==> config.mk <==
export PLATFORM = sky130hd
export DESIGN_NAME = prm_edge_sweep_ctrl
export DESIGN_NICKNAME = d
export VERILOG_FILES = /design/src/rtl/prm_sweep_pkg.sv /design/src/rtl/prm_result_packer.sv /design/src/rtl/prm_edge_sweep_ctrl.sv
export SDC_FILE = /design/constraint.sdc
export NUM_CORES = 1
export LEC_CHECK = 0
export CAP_MARGIN = 10
export CELL_PAD_IN_SITES_DETAIL_PLACEMENT = 1
export CELL_PAD_IN_SITES_GLOBAL_PLACEMENT = 2
export CORE_ASPECT_RATIO = 1.4
export CORE_MARGIN = 2
export CORE_UTILIZATION = 35
export CTS_CLUSTER_SIZE = 12
export DETAILED_ROUTE_END_ITERATION = 16
export PLACE_DENSITY_LB_ADDON = 0.1
export SETUP_SLACK_MARGIN = 0.3
export SKIP_LAST_GASP = 1
export SLEW_MARGIN = 10
export SYNTH_ARGS = -nofsm -noshare
export SYNTH_HDL_FRONTEND = slang
export SYNTH_HIERARCHICAL = 1
export SYNTH_SLANG_ARGS = --single-unit
==> constraint.sdc <==
create_clock -name CLK -period 3.7 [get_ports CLK]
set_input_delay 0.74 -clock CLK [delete_from_list [all_inputs] [get_ports CLK]]
set_output_delay 0.74 -clock CLK [all_outputs]
set_load 0.01 [all_outputs]
==> src/rtl/prm_sweep_pkg.sv <==
// Shared types and constants for the PRM edge sweep controller.
// chk_vec packs the 15 joint/obstacle predicates A..O, LSB first.
package prm_sweep_pkg;

  localparam int CHK_W = 15;
  localparam int BIT_A = 0;
  localparam int BIT_O = 14;

  typedef enum logic [1:0] {
    IDLE,
    RUN,
    ZERO,
    DRAIN
  } state_t;

endpackage

==> src/rtl/prm_result_packer.sv <==
// Folds per-sample collision masks into per-edge bits and packs
// them into result words on a valid/ready stream.
module prm_result_packer
  import prm_sweep_pkg::*;
#(
  parameter int RW = 32
) (
  input  logic          CLK,
  input  logic          RST_n,
  input  logic          clr,
  input  logic          flush,
  input  logic          ret,
  input  logic          eos,
  input  logic          lst,
  input  logic          mask,
  input  logic          res_ready,
  output logic          res_valid,
  output logic [RW-1:0] res_data,
  output logic          res_last,
  output logic [15:0]   blocked_cnt
);

  localparam int PW = $clog2(RW);

  logic          acc;
  logic [RW-1:0] pack;
  logic [PW-1:0] pos;
  logic          blk;
  logic          emit;
  logic [RW-1:0] pack_n;

  always_comb begin
    blk       = acc | mask;
    pack_n    = pack;
    pack_n[pos] = blk;
    emit      = ret & eos & (lst | (pos == PW'(RW - 1)));
  end

  always_ff @(posedge CLK or negedge RST_n) begin
    if (!RST_n) begin
      acc         <= 1'b0;
      pack        <= '0;
      pos         <= '0;
      res_valid   <= 1'b0;
      res_data    <= '0;
      res_last    <= 1'b0;
      blocked_cnt <= '0;
    end else if (clr | flush) begin
      acc       <= 1'b0;
      pack      <= '0;
      pos       <= '0;
      res_valid <= 1'b0;
      res_last  <= 1'b0;
      if (clr) begin
        blocked_cnt <= '0;
        res_data    <= '0;
      end
    end else begin
      if (res_valid & res_ready) begin
        res_valid <= 1'b0;
        res_last  <= 1'b0;
      end
      if (ret) begin
        if (eos) begin
          acc <= 1'b0;
          pos <= pos + 1'b1;
          if (blk && blocked_cnt != 16'hFFFF)
            blocked_cnt <= blocked_cnt + 16'd1;
          // emit overrides the handshake clear above
          if (emit) begin
            res_data  <= pack_n;
            res_valid <= 1'b1;
            res_last  <= lst;
            pack      <= '0;
            pos       <= '0;
          end else begin
            pack <= pack_n;
          end
        end else begin
          acc <= blk;
        end
      end
    end
  end

endmodule

==> src/rtl/prm_edge_sweep_ctrl.sv <==
// Walks a roadmap edge list through the external obstacle checker,
// reading SPE sample configs per edge from the edge-sample RAM.
module prm_edge_sweep_ctrl
  import prm_sweep_pkg::*;
#(
  parameter int AW  = 12,
  parameter int CW  = CHK_W,
  parameter int SPE = 8,
  parameter int RW  = 32
) (
  input  logic          CLK,
  input  logic          RST_n,
  input  logic          start,
  input  logic [AW-1:0] base_addr,
  input  logic [15:0]   edge_cnt,
  input  logic          abort,
  output logic          busy,
  output logic          done,
  output logic          mem_rd_en,
  output logic [AW-1:0] mem_addr,
  input  logic [CW-1:0] mem_rd_data,
  output logic [CW-1:0] chk_vec,
  input  logic          chk_mask,
  output logic          res_valid,
  output logic [RW-1:0] res_data,
  output logic          res_last,
  input  logic          res_ready,
  output logic [15:0]   blocked_cnt
);

  localparam int SW = (SPE > 1) ? $clog2(SPE) : 1;

  state_t        state, state_n;
  logic [AW-1:0] addr;
  logic [15:0]   cnt;
  logic [15:0]   e_idx;
  logic [SW-1:0] s_idx;
  logic          p1_v, p1_eos, p1_lst;
  logic          p2_v, p2_eos, p2_lst;
  logic          accept, stall, issue;
  logic          last_s, last_e;
  logic          drain_ok, done_n;

  always_comb begin
    accept   = (state == IDLE) & start & ~abort;
    stall    = res_valid & ~res_ready;
    last_s   = (s_idx == SW'(SPE - 1));
    last_e   = (e_idx == cnt - 16'd1);
    issue    = (state == RUN) & ~stall & ~abort;
    drain_ok = res_valid & res_ready & res_last & ~p1_v & ~p2_v;
    state_n  = state;
    done_n   = 1'b0;
    unique case (state)
      IDLE:
        if (accept)
          state_n = (edge_cnt == 16'd0) ? ZERO : RUN;
      RUN:
        if (issue & last_s & last_e)
          state_n = DRAIN;
      ZERO: begin
        state_n = IDLE;
        done_n  = 1'b1;
      end
      DRAIN:
        if (drain_ok) begin
          state_n = IDLE;
          done_n  = 1'b1;
        end
      default: state_n = IDLE;
    endcase
    if (abort) begin
      state_n = IDLE;
      done_n  = 1'b0;
    end
  end

  assign busy      = (state != IDLE);
  assign mem_rd_en = issue;
  assign mem_addr  = addr;

  always_ff @(posedge CLK or negedge RST_n) begin
    if (!RST_n) begin
      state   <= IDLE;
      done    <= 1'b0;
      addr    <= '0;
      cnt     <= '0;
      e_idx   <= '0;
      s_idx   <= '0;
      p1_v    <= 1'b0;
      p1_eos  <= 1'b0;
      p1_lst  <= 1'b0;
      p2_v    <= 1'b0;
      p2_eos  <= 1'b0;
      p2_lst  <= 1'b0;
      chk_vec <= '0;
    end else begin
      state <= state_n;
      done  <= done_n;
      if (accept) begin
        addr  <= base_addr;
        cnt   <= edge_cnt;
        e_idx <= '0;
        s_idx <= '0;
      end else if (issue) begin
        addr <= addr + 1'b1;
        if (last_s) begin
          s_idx <= '0;
          e_idx <= e_idx + 16'd1;
        end else begin
          s_idx <= s_idx + 1'b1;
        end
      end
      // tags ride alongside the RAM read so retire knows edge boundaries
      p1_v   <= issue;
      p1_eos <= last_s;
      p1_lst <= last_s & last_e;
      p2_v   <= p1_v & ~abort;
      p2_eos <= p1_eos;
      p2_lst <= p1_lst;
      if (p1_v)
        chk_vec <= mem_rd_data;
    end
  end

  prm_result_packer #(
    .RW(RW)
  ) u_packer (
    .CLK        (CLK),
    .RST_n      (RST_n),
    .clr        (accept),
    .flush      (abort),
    .ret        (p2_v),
    .eos        (p2_eos),
    .lst        (p2_lst),
    .mask       (chk_mask),
    .res_ready  (res_ready),
    .res_valid  (res_valid),
    .res_data   (res_data),
    .res_last   (res_last),
    .blocked_cnt(blocked_cnt)
  );

endmodule

==> metrics.md <==
| Metric | Value |
|---|---|
| Initial antenna violation count | `0` |
| Adder-cell share of the synthesized area | `1.72%` |
| Synthesized area | `7990 sq um` |
| Comb pwr share | `15.3%` |
| Outcome | `completed` |
| Largest net degree at the start of global routing | `89` |
| Ports | `129` |
| Num rows | `65` |
| GPL Wtd Cong | `0.801` |
| Starting density of the core | `35.6%` |
| Synth top area cells | `dfrtp_1 (50%), mux2_2 (6.2%), nand2_1 (4.0%)` |
| Register area | `3980 sq um` |
| Final hold viol count | `0` |
| NumNets Final | `931` |
| Avg Cell Area, Syn | `10.5 sq um` |
| Endpoints failing setup | `0` |
| Final Core Density | `45.1%` |
| Worst EP required | `2960 ps` |
| Postcts setup bufs | `0` |
| Clk_lat worst skew | `430 ps` |
| Wire length of the first global-routing pass | `37.2 mm` |
| Via density | `5.46` |
| Seq/Total Area, Yosys | `49.8%` |
| Global route overflow | `0` |
| Setup Skew | `9.19 ps` |
| RSZ-0062 raised after global routing | `false` |
| Post-Synth XOR/XNOR Area | `4.93%` |
| Pins Over Slew Limit | `0` |
| Distinct cell type count after synthesis | `71` |
| Clk pwr share | `40.7%` |
| Aggregate negative setup slack | `0 ps` |
| Pwr Density | `443 nW/um^2` |
| Main combinational cell family by area after synthesis | `simple AND/OR/NAND/NOR gates` |
| Power Internal | `3.31 mW` |
| Hold WC Path Type | `in2async` |
| Max Cap Viol | `0` |
| Synthesized net count | `819` |
| Ys Warns | `6` |
| Via count | `6,466` |
| Antenna viol nets, final | `0` |
| Initial DRC Count | `295` |
| DR DRC count | `0` |
| # clock sinks | `159` |
| Async S/R FF share, synth | `100%` |
| Htree depth | `4` |
| Cell taking the most area after synthesis | `dfrtp_1` |
| Rel. slew slack | `30.0%` |
| DP Wirelength | `15.8 mm` |
| Cell count after synthesis | `759` |
| Mux contribution to synthesized area | `6.83%` |
| Core ar. | `22,400 sq um` |
| Chip height | `183 um` |
| Synth Area in Simple Gates | `17.8%` |
| Clk buf depth | `2` |
| Antenna cells | `0` |
| Clock transition at path regs | `60 ps` |
| Measured slew at the worst slew-check pin | `1040 ps` |
| Multi-input logic area | `3710 sq um` |
| Max FO, Critical Path | `10` |
| Area grow syn2layout | `26.8%` |
| Peak VDD IR | `0.000322 V` |
| Top FF cell, synth | `dfrtp_1` |
| Maximum achievable frequency | `313 MHz` |
| GRT Util Overall | `19.3%` |
| Die Width | `132 um` |
| Critical Path End Type | `primary output` |
| Worst reg-to-reg path cell count | `6` |
| Root buf cell | `clkbuf_16` |
| Lkg Pwr | `4.28 nW` |
| Post-synth top area share | `49.8%` |
| Cts hold-fix bufs | `0` |
| Compound-Gate Fraction of Synth Area | `15.2%` |
| CP arrival | `2460 ps` |
| Count leader, synth | `dfrtp_1` |
| Port-buffer cells | `128` |
| Seq pwr share | `44.0%` |
| Synth cell count leaders | `dfrtp_1 (159), nand2_1 (86), nor2_1 (48)` |
| Worst setup path category | `in2out` |
| R2r setup slk | `1140 ps` |
| Post-cts sizing count | `0` |
| Tmin final | `3200 ps` |
| EDFF count, synth | `0` |
| Synth Register Bits | `159` |
| Die area | `24,100 sq um` |
| Final cycle utilization of the critical path | `86.4%` |
| Fillers | `2,506` |
| Sw frac | `26.3%` |
| Crit path launch type | `primary input` |
| CTS tree | `built` |
| Final wirelength | `22.6 mm` |
| Wire per inst | `19.1 um` |
| First-pass DRT Iterations | `4` |
| CTS Buf Count | `17` |
| P_sw | `1.18 mW` |
| Vias in the first global route | `7,085` |
| Share of post-route cells with drive strength above 1 | `12.8%` |
-- sequential cells by signal, summed over array words and instances (netlist names) --
name                  flops
u_packer/pack            32
p2_eos                    1
done                      1
u_packer/blocked_cnt     16
p1_lst                    1
u_packer/res_data        32
u_packer/res_valid        1
p1_eos                    1
mem_addr                 12
u_packer/acc              1
u_packer/pos              5
chk_vec                  15
p1_v                      1
cnt                      16
state                     2
p2_lst                    1
e_idx                    16
s_idx                     3
u_packer/res_last         1
p2_v                      1
-- through the flow --
stage | power (mW) | area [sq um] | std cells | setup WS (ps) | hold slack (ps)
after floorplan | 2.33 | 7990 | 759 | 893 | 331
after global placement | 2.68 | 9520 | 1153 | 534 | 333
after detailed placement | 2.70 | 9520 | 1153 | 436 | 336
after CTS | 4.56 | 10100 | 1184 | 489 | 351
after global routing | 4.69 | 10100 | 1184 | 360 | 369
final | 4.49 | 10100 | 1184 | 502 | 345
-- critical path: stages --
cell and delay, ps:
clkdlybuf4s50_1 460, nand2b_1 240, nand2_2 190, clkinv_1 270, clkdlybuf4s50_1 560
-- placed cells by master (no fill, tap or decap), types with 5 or more instances in the layout --
| cell type | n |
|---|---|
| buf_4 | 15 |
| o311ai_0 | 5 |
| nand4_1 | 14 |
| nand3_1 | 27 |
| inv_1 | 14 |
| nand2_1 | 86 |
| nor4_1 | 7 |
| and4b_1 | 8 |
| a31oi_1 | 7 |
| o21ai_0 | 25 |
| clkbuf_16 | 17 |
| xnor2_1 | 16 |
| a21oi_1 | 29 |
| mux2i_1 | 5 |
| ha_1 | 11 |
| mux2_2 | 44 |
| a22o_1 | 28 |
| nand2b_1 | 5 |
| clkdlybuf4s50_1 | 127 |
| a211oi_1 | 14 |
| xor2_1 | 29 |
| o31ai_1 | 17 |
| a311oi_1 | 20 |
| nor2_1 | 47 |
| nor3_1 | 10 |
| dfrtp_1 | 159 |
| o211ai_1 | 6 |
| and3_1 | 9 |
-- power groups by stage --
stage / Combinational (mW) / Sequential [mW] / Clock [mW]
2_1_floorplan: 0.331 / 2.00 / 0
3_3_place_gp: 0.680 / 2.00 / 0
3_5_place_dp: 0.698 / 2.00 / 0
4_1_cts: 0.704 / 1.97 / 1.88
5_1_grt: 0.756 / 1.99 / 1.94
6_report: 0.689 / 1.97 / 1.83
-- path summary, 6_finish.rpt --
check,from,endpoint
worst max register to register,u_packer/pos[2],u_packer/res_data[14]
worst min-delay path,RST_n,u_packer/blocked_cnt[9]
min in group CLK,p1_eos,p2_eos
worst min register to register,p1_eos,p2_eos
max in group asynchronous,RST_n,u_packer/pack[31]
worst max-delay path,res_ready,mem_rd_en
-- area by class of cell --
class	instances	share of cell area (%)
clock buffers	22	4.68
repair buffers	143	13.8
clock inverters	9	1.31
flip-flops and latches	159	39.3
multi-input cells	534	36.6
inverters	16	0.593
well taps	301	3.72
-- kinds of logic (layout without fill, tap and decap cells) --
logic type	count (synthesis)	in the layout
flip-flops	159	159
AND/OR/NAND/NOR	261	261
XOR/XNOR	45	45
AO/OA/AOI/OAI	168	168
multiplexers	49	49
buffers and inverters	66	190
adder cells (fa/ha/maj)	11	11
-- routing by layer --
metal	global-route usage, %	share of wire [%]	up-vias
li1	-	-	3000
met1	21.6	40	3329
met2	36.2	56	111
met3	3.92	3.1	26
met4	6.74	1.7	0
met5	0	0	-
No activity file was read; power rests on OpenSTA's default activity.
